===== src/rtl/cache_perf_counter_bank.sv =====
// Event-counter bank for cache statistics: live counters, a coherent snapshot bank,
// sticky overflow flags and a valid/ready command port with registered read data.
//
// state | meaning
// IDLE  | ready for a command; SNAPSHOT/CLEAR ops execute here
// RESP  | READ accepted last cycle; rdata_o loads and rdata_valid_o pulses
module cache_perf_counter_bank #(
    parameter int          N_EVENTS   = 8,
    parameter int          COUNTER_BW = 64,
    parameter int          SATURATE   = 0,
    parameter logic [31:0] CACHE_ID   = 32'h0
) (
    input  logic                clock_i,
    input  logic                resetn_i,
    input  logic                count_en_i,
    input  logic [N_EVENTS-1:0] event_i,
    input  logic                cmd_valid_i,
    input  logic [1:0]          cmd_op_i,
    input  logic [7:0]          cmd_addr_i,
    output logic                cmd_ready_o,
    output logic [31:0]         rdata_o,
    output logic                rdata_valid_o,
    output logic [N_EVENTS-1:0] overflow_o
);

    typedef enum logic {ST_IDLE, ST_RESP} state_t;

    localparam logic [1:0] OP_READ      = 2'b00;
    localparam logic [1:0] OP_SNAP      = 2'b01;
    localparam logic [1:0] OP_CLEAR     = 2'b10;
    localparam logic [1:0] OP_SNAP_CLR  = 2'b11;

    state_t                state_q, state_d;
    logic [COUNTER_BW-1:0] live_q   [N_EVENTS];
    logic [COUNTER_BW-1:0] snap_q   [N_EVENTS];
    logic [COUNTER_BW-1:0] live_nxt [N_EVENTS];
    logic [N_EVENTS-1:0]   live_ovf;
    logic [COUNTER_BW-1:0] wall_q, wall_nxt, snap_wall_q;
    logic [7:0]            resp_addr_q;
    logic                  accept, do_read, do_snap, do_clear, resp_load;
    logic [6:0]            rd_idx;
    logic [63:0]           rd_sel;
    logic [31:0]           rd_word;

    function automatic logic [COUNTER_BW-1:0] bump(input logic [COUNTER_BW-1:0] v,
                                                   input logic inc);
        if (inc && (&v))
            return (SATURATE != 0) ? v : '0;
        return v + COUNTER_BW'(inc);
    endfunction

    assign accept   = cmd_valid_i && cmd_ready_o;
    assign do_read  = accept && (cmd_op_i == OP_READ);
    assign do_snap  = accept && ((cmd_op_i == OP_SNAP) || (cmd_op_i == OP_SNAP_CLR));
    assign do_clear = accept && ((cmd_op_i == OP_CLEAR) || (cmd_op_i == OP_SNAP_CLR));

    always_ff @(posedge clock_i or negedge resetn_i) begin
        if (!resetn_i)
            state_q <= ST_IDLE;
        else
            state_q <= state_d;
    end

    always_comb begin
        state_d = state_q;
        case (state_q)
            ST_IDLE: if (do_read) state_d = ST_RESP;
            ST_RESP: state_d = ST_IDLE;
            default: state_d = ST_IDLE;
        endcase
    end

    always_comb begin
        cmd_ready_o = (state_q == ST_IDLE);
        resp_load   = (state_q == ST_RESP);
    end

    always_comb begin
        for (int i = 0; i < N_EVENTS; i++) begin
            live_nxt[i] = bump(live_q[i], event_i[i]);
            live_ovf[i] = event_i[i] && (&live_q[i]);
        end
        wall_nxt = bump(wall_q, 1'b1);
    end

    // Clear wins over counting so same-cycle events are dropped.
    always_ff @(posedge clock_i or negedge resetn_i) begin
        if (!resetn_i) begin
            for (int i = 0; i < N_EVENTS; i++)
                live_q[i] <= '0;
            wall_q     <= '0;
            overflow_o <= '0;
        end else if (do_clear) begin
            for (int i = 0; i < N_EVENTS; i++)
                live_q[i] <= '0;
            wall_q     <= '0;
            overflow_o <= '0;
        end else if (count_en_i) begin
            for (int i = 0; i < N_EVENTS; i++)
                live_q[i] <= live_nxt[i];
            wall_q     <= wall_nxt;
            overflow_o <= overflow_o | live_ovf;
        end
    end

    // Snapshot captures pre-increment live values.
    always_ff @(posedge clock_i or negedge resetn_i) begin
        if (!resetn_i) begin
            for (int i = 0; i < N_EVENTS; i++)
                snap_q[i] <= '0;
            snap_wall_q <= '0;
        end else if (do_snap) begin
            for (int i = 0; i < N_EVENTS; i++)
                snap_q[i] <= live_q[i];
            snap_wall_q <= wall_q;
        end else if (do_clear) begin
            for (int i = 0; i < N_EVENTS; i++)
                snap_q[i] <= '0;
            snap_wall_q <= '0;
        end
    end

    always_ff @(posedge clock_i or negedge resetn_i) begin
        if (!resetn_i)
            resp_addr_q <= '0;
        else if (do_read)
            resp_addr_q <= cmd_addr_i;
    end

    always_comb begin
        rd_idx = resp_addr_q[7:1];
        rd_sel = '0;
        for (int i = 0; i < N_EVENTS; i++)
            if (rd_idx == 7'(i))
                rd_sel = 64'(snap_q[i]);
        if (rd_idx == 7'(N_EVENTS))
            rd_sel = 64'(snap_wall_q);
        rd_word = resp_addr_q[0] ? rd_sel[63:32] : rd_sel[31:0];
        if (resp_addr_q == 8'hFE)
            rd_word = CACHE_ID;
        else if (resp_addr_q == 8'hFF)
            rd_word = 32'(overflow_o);
    end

    always_ff @(posedge clock_i or negedge resetn_i) begin
        if (!resetn_i) begin
            rdata_o       <= '0;
            rdata_valid_o <= 1'b0;
        end else begin
            rdata_valid_o <= resp_load;
            if (resp_load)
                rdata_o <= rd_word;
        end
    end

endmodule


===== config.mk =====
export PLATFORM = sky130hd
export DESIGN_NAME = cache_perf_counter_bank
export DESIGN_NICKNAME = d
export VERILOG_FILES = /design/src/rtl/cache_perf_counter_bank.sv
export SDC_FILE = /design/constraint.sdc
export NUM_CORES = 2
export LEC_CHECK = 0
export CAP_MARGIN = 30
export CORE_ASPECT_RATIO = 0.7
export CORE_UTILIZATION = 60
export DETAILED_ROUTE_END_ITERATION = 7
export PLACE_DENSITY = 0.77
export SLEW_MARGIN = 20
export SYNTH_ARGS = -nofsm -noshare
export SYNTH_HDL_FRONTEND = slang
export SYNTH_SLANG_ARGS = --single-unit
export TNS_END_PERCENT = 20

===== constraint.sdc =====
create_clock -name clock_i -period 3.8 [get_ports clock_i]
set_clock_uncertainty 0.15 [all_clocks]
set_input_delay 0.76 -clock clock_i [delete_from_list [all_inputs] [get_ports clock_i]]
set_output_delay 0.76 -clock clock_i [all_outputs]
set_load 0.02 [all_outputs]

==> flow_metrics.tcl <==
set metrics [dict create \
    outcome "complete, no violations" \
    drtPass1Iterations 6 \
    cts_htree_levels 3 \
    numCtsBuffers 115 \
    gr-max-usage-layer "met1" \
    routed_wl_mm 217 \
    grt_use_met3 0.205 \
    p_leak_nw 29.0 \
    cp_data_required_time_ns 4.27 \
    ys_warn_count 0 \
    final-hold-violation-count 0 \
    synth-seq-area-share 0.518 \
    coreArea_um2 95900 \
    wl_per_cell_um 30.1 \
    gr-usage-all-layers 0.442 \
    clk_latency_ns 0.74 \
    post-route-min-period_ns 3.74 \
    yosys_register_bits 1202 \
    cts_root_buf "clkbuf_16" \
    fp-row-count 95 \
    die-area_um2 98000 \
    setup_viol 0 \
    io_pins 64 \
    postSynthAreaPerCell_um2 10.2 \
    fin_crit_sh 0.984 \
    vias 51413 \
    post-dp-hpwl_mm 159 \
    post_cts_buffers 0 \
    drtIter0Drc 8509 \
    powerDensity_nw_per_um2 446 \
    nets 5867 \
    grt_pass1_vias 47195 \
    cts_tree "yes" \
    cap_violations 0 \
    final_area_um2 66400 \
    portBuffers 63 \
    gp_congestion 1.09 \
    drive_above_1_share 0.119 \
    synth_cell_type_count 88 \
    grt_setup_unrepaired "no" \
    post_dp_cell_area_um2 62100 \
    grt_overflow 0 \
    fmax_mhz 267 \
    synth_flop_cell "dfrtp_1" \
    grt_first_pass_wirelength_mm 321 \
    avgViaCountPerCell 7.14 \
    die_y_um 262 \
    numClockSinks 1202 \
    worst_pin_slew_ns 0.974 \
    area_growth_syn_to_layout_pct 14.4 \
    ant_nets 0 \
    grt_max_degree 110 \
    cp_max_fo 19 \
    cp-start-kind "flip-flop" \
    ir_worst_vdd_v 0.000360 \
    initial_core_util 0.605 \
    synth_edf_count 0 \
    syn_inst 5684 \
    synth_nets 5723 \
    end_kind "flip-flop" \
    syn-cell-area_um2 58100 \
    hold_path_class "flip-flop to flip-flop" \
    worstSetupPathType "flip-flop to flip-flop" \
    ctsLongestPathBuffers 3 \
    setup_tns_ns 0 \
    clk_pin_slew_worst_paths_ns 0.06 \
    drt_drc_violations_left 0 \
    ys_async_sr_fraction 1.00 \
    relSlewSlack 0.342 \
    timing.final.max_slew_violations 0 \
    grt_use_met2 0.550 \
    met1_usage 0.669 \
    antenna_found_initial 12 \
    critPathArrivalTime_ns 4.21 \
    die_w_um 374 \
    fillers 7105 \
]
## power by group
part / switching [W] / internal [W]
logic: 0.00230 / 0.00101
clock network: 0.00533 / 0.00770
registers: 0.000320 / 0.0130
total: 0.00795 / 0.0217
## layout by cell type (no fill, tap or decap), types with 18 or more instances in the layout
cell type,count
a221oi_1,24
and4_1,55
or4_1,30
nor2_1,555
xor2_1,185
o211ai_1,19
and2_1,36
nand4_1,205
clkbuf_8,18
or3_1,75
and3_1,102
bufinv_16,24
mux2i_1,44
xnor2_1,124
nor2b_1,24
a41oi_1,20
a21oi_1,268
mux4_2,67
inv_1,68
clkbuf_16,119
o31ai_1,32
a22o_1,596
o21ai_0,293
clkinv_2,26
nand2_1,453
nor4_1,60
nand3_1,250
a31oi_1,89
buf_4,295
dfrtp_1,1198
nor3_1,111
clkdlybuf4s50_1,61
buf_12,51
## synth_stat cells (17+ instances only)
| cell | count | area share |
|---|---|---|
| a22o_1 | 596 | 0.090 |
| nor2b_1 | 24 | 0.0026 |
| buf_1 | 39 | 0.0025 |
| buf_2 | 41 | 0.0035 |
| nand4_1 | 205 | 0.022 |
| nand2_1 | 454 | 0.029 |
| a221o_1 | 17 | 0.0029 |
| a31oi_1 | 89 | 0.0096 |
| o211ai_1 | 19 | 0.0025 |
| nand3_1 | 250 | 0.022 |
| a21oi_1 | 268 | 0.023 |
| mux4_2 | 67 | 0.026 |
| dfrtp_1 | 1202 | 0.52 |
| or3_1 | 75 | 0.0081 |
| o31ai_1 | 33 | 0.0043 |
| nor2_1 | 559 | 0.036 |
| mux2_2 | 17 | 0.0033 |
| a41oi_1 | 20 | 0.0030 |
| xor2_1 | 185 | 0.028 |
| nor4_1 | 66 | 0.0071 |
| and2_1 | 36 | 0.0039 |
| a221oi_1 | 24 | 0.0036 |
| xnor2_1 | 124 | 0.019 |
| nor3_1 | 111 | 0.0096 |
| mux2i_1 | 44 | 0.0076 |
| clkbuf_1 | 301 | 0.019 |
| o21ai_0 | 295 | 0.025 |
| and4_1 | 56 | 0.0084 |
| and3_1 | 103 | 0.011 |
| ha_1 | 17 | 0.0037 |
| or4_1 | 30 | 0.0039 |
| inv_1 | 69 | 0.0045 |
## worst paths after layout
| path | cells past startpoint | slack, ns | from | to |
|---|---|---|---|---|
| setup / recovery | 7 | 0.06 | resp_addr_q[3] | rdata_o[13] |
| hold / removal | 1 | 0.35 | live_q[306] | live_q[306] |
| setup reg to reg | 7 | 0.06 | resp_addr_q[3] | rdata_o[13] |
| hold reg to reg | 1 | 0.35 | live_q[306] | live_q[306] |
| max in group asynchronous | 3 | 1.91 | resetn_i | snap_q[311] |
| min in group asynchronous | 2 | 0.48 | resetn_i | snap_q[478] |
## registers in the layout (all words and copies together) (netlist names)
| name | flops |
|---|---|
| live_q | 512 |
| overflow_o | 8 |
| rdata_o | 32 |
| rdata_valid_o | 1 |
| resp_addr_q | 8 |
| resp_load | 1 |
| snap_q | 512 |
| snap_wall_q | 64 |
| wall_q | 64 |
## what timing repair did
item,CTS,global route
endpoints found under the hold margin,69,0
setup endpoints to repair,0,4
resized for setup,0,1
hold buffers,1,0
## through the flow
stage	hold slack, ns	util	power, W	setup WS, ns	std cells
after floorplan	0.286	-	0.0149	0.757	5684
after global routing	0.359	0.692	0.0302	0.0727	7193
after CTS	0.354	0.692	0.0295	0.220	7187
after global placement	0.322	0.647	0.0166	-0.0888	6964
after detailed placement	0.337	0.647	0.0167	-0.174	6970
final	0.352	0.692	0.0296	0.0602	7199
## worst max-delay path, stage by stage, from the launching register on
cell      delay, ns
dfrtp_4        0.58
clkinv_1       0.53
nor2_1         0.25
buf_4          0.39
nand2_1        0.53
o221ai_1       0.64
o31ai_1        0.21
a32o_1         0.30
## layout make-up
| type | count | area (µm²) | area share |
|---|---|---|---|
| Multi-Input combinational cell | 4025 | 26300 | 0.396 |
| Antenna cell | 11 | 27.5 | 0.000415 |
| Clock buffer | 149 | 3270 | 0.0493 |
| Timing Repair Buffer | 413 | 3890 | 0.0587 |
| Inverter | 71 | 267 | 0.00401 |
| Clock inverter | 67 | 987 | 0.0149 |
| Tap cell | 1261 | 1580 | 0.0238 |
| Sequential cell | 1202 | 30100 | 0.453 |
## logic make-up after synthesis
group	share of synthesized area
multiplexers	0.0369
adder cells (fa/ha/maj)	0.00366
AO/OA/AOI/OAI	0.187
XOR/XNOR	0.0466
buffers and inverters	0.0308
flip-flops	0.518
AND/OR/NAND/NOR	0.177
## layer usage
layer | vias to the layer above | part of all wire
met1 | 25673 | 0.41
met3 | 494 | 0.17
met4 | 12 | 0.038
met5 | - | 0.0020
li1 | 21482 | -
met2 | 3752 | 0.38
Power figures use the tool's default switching activity.
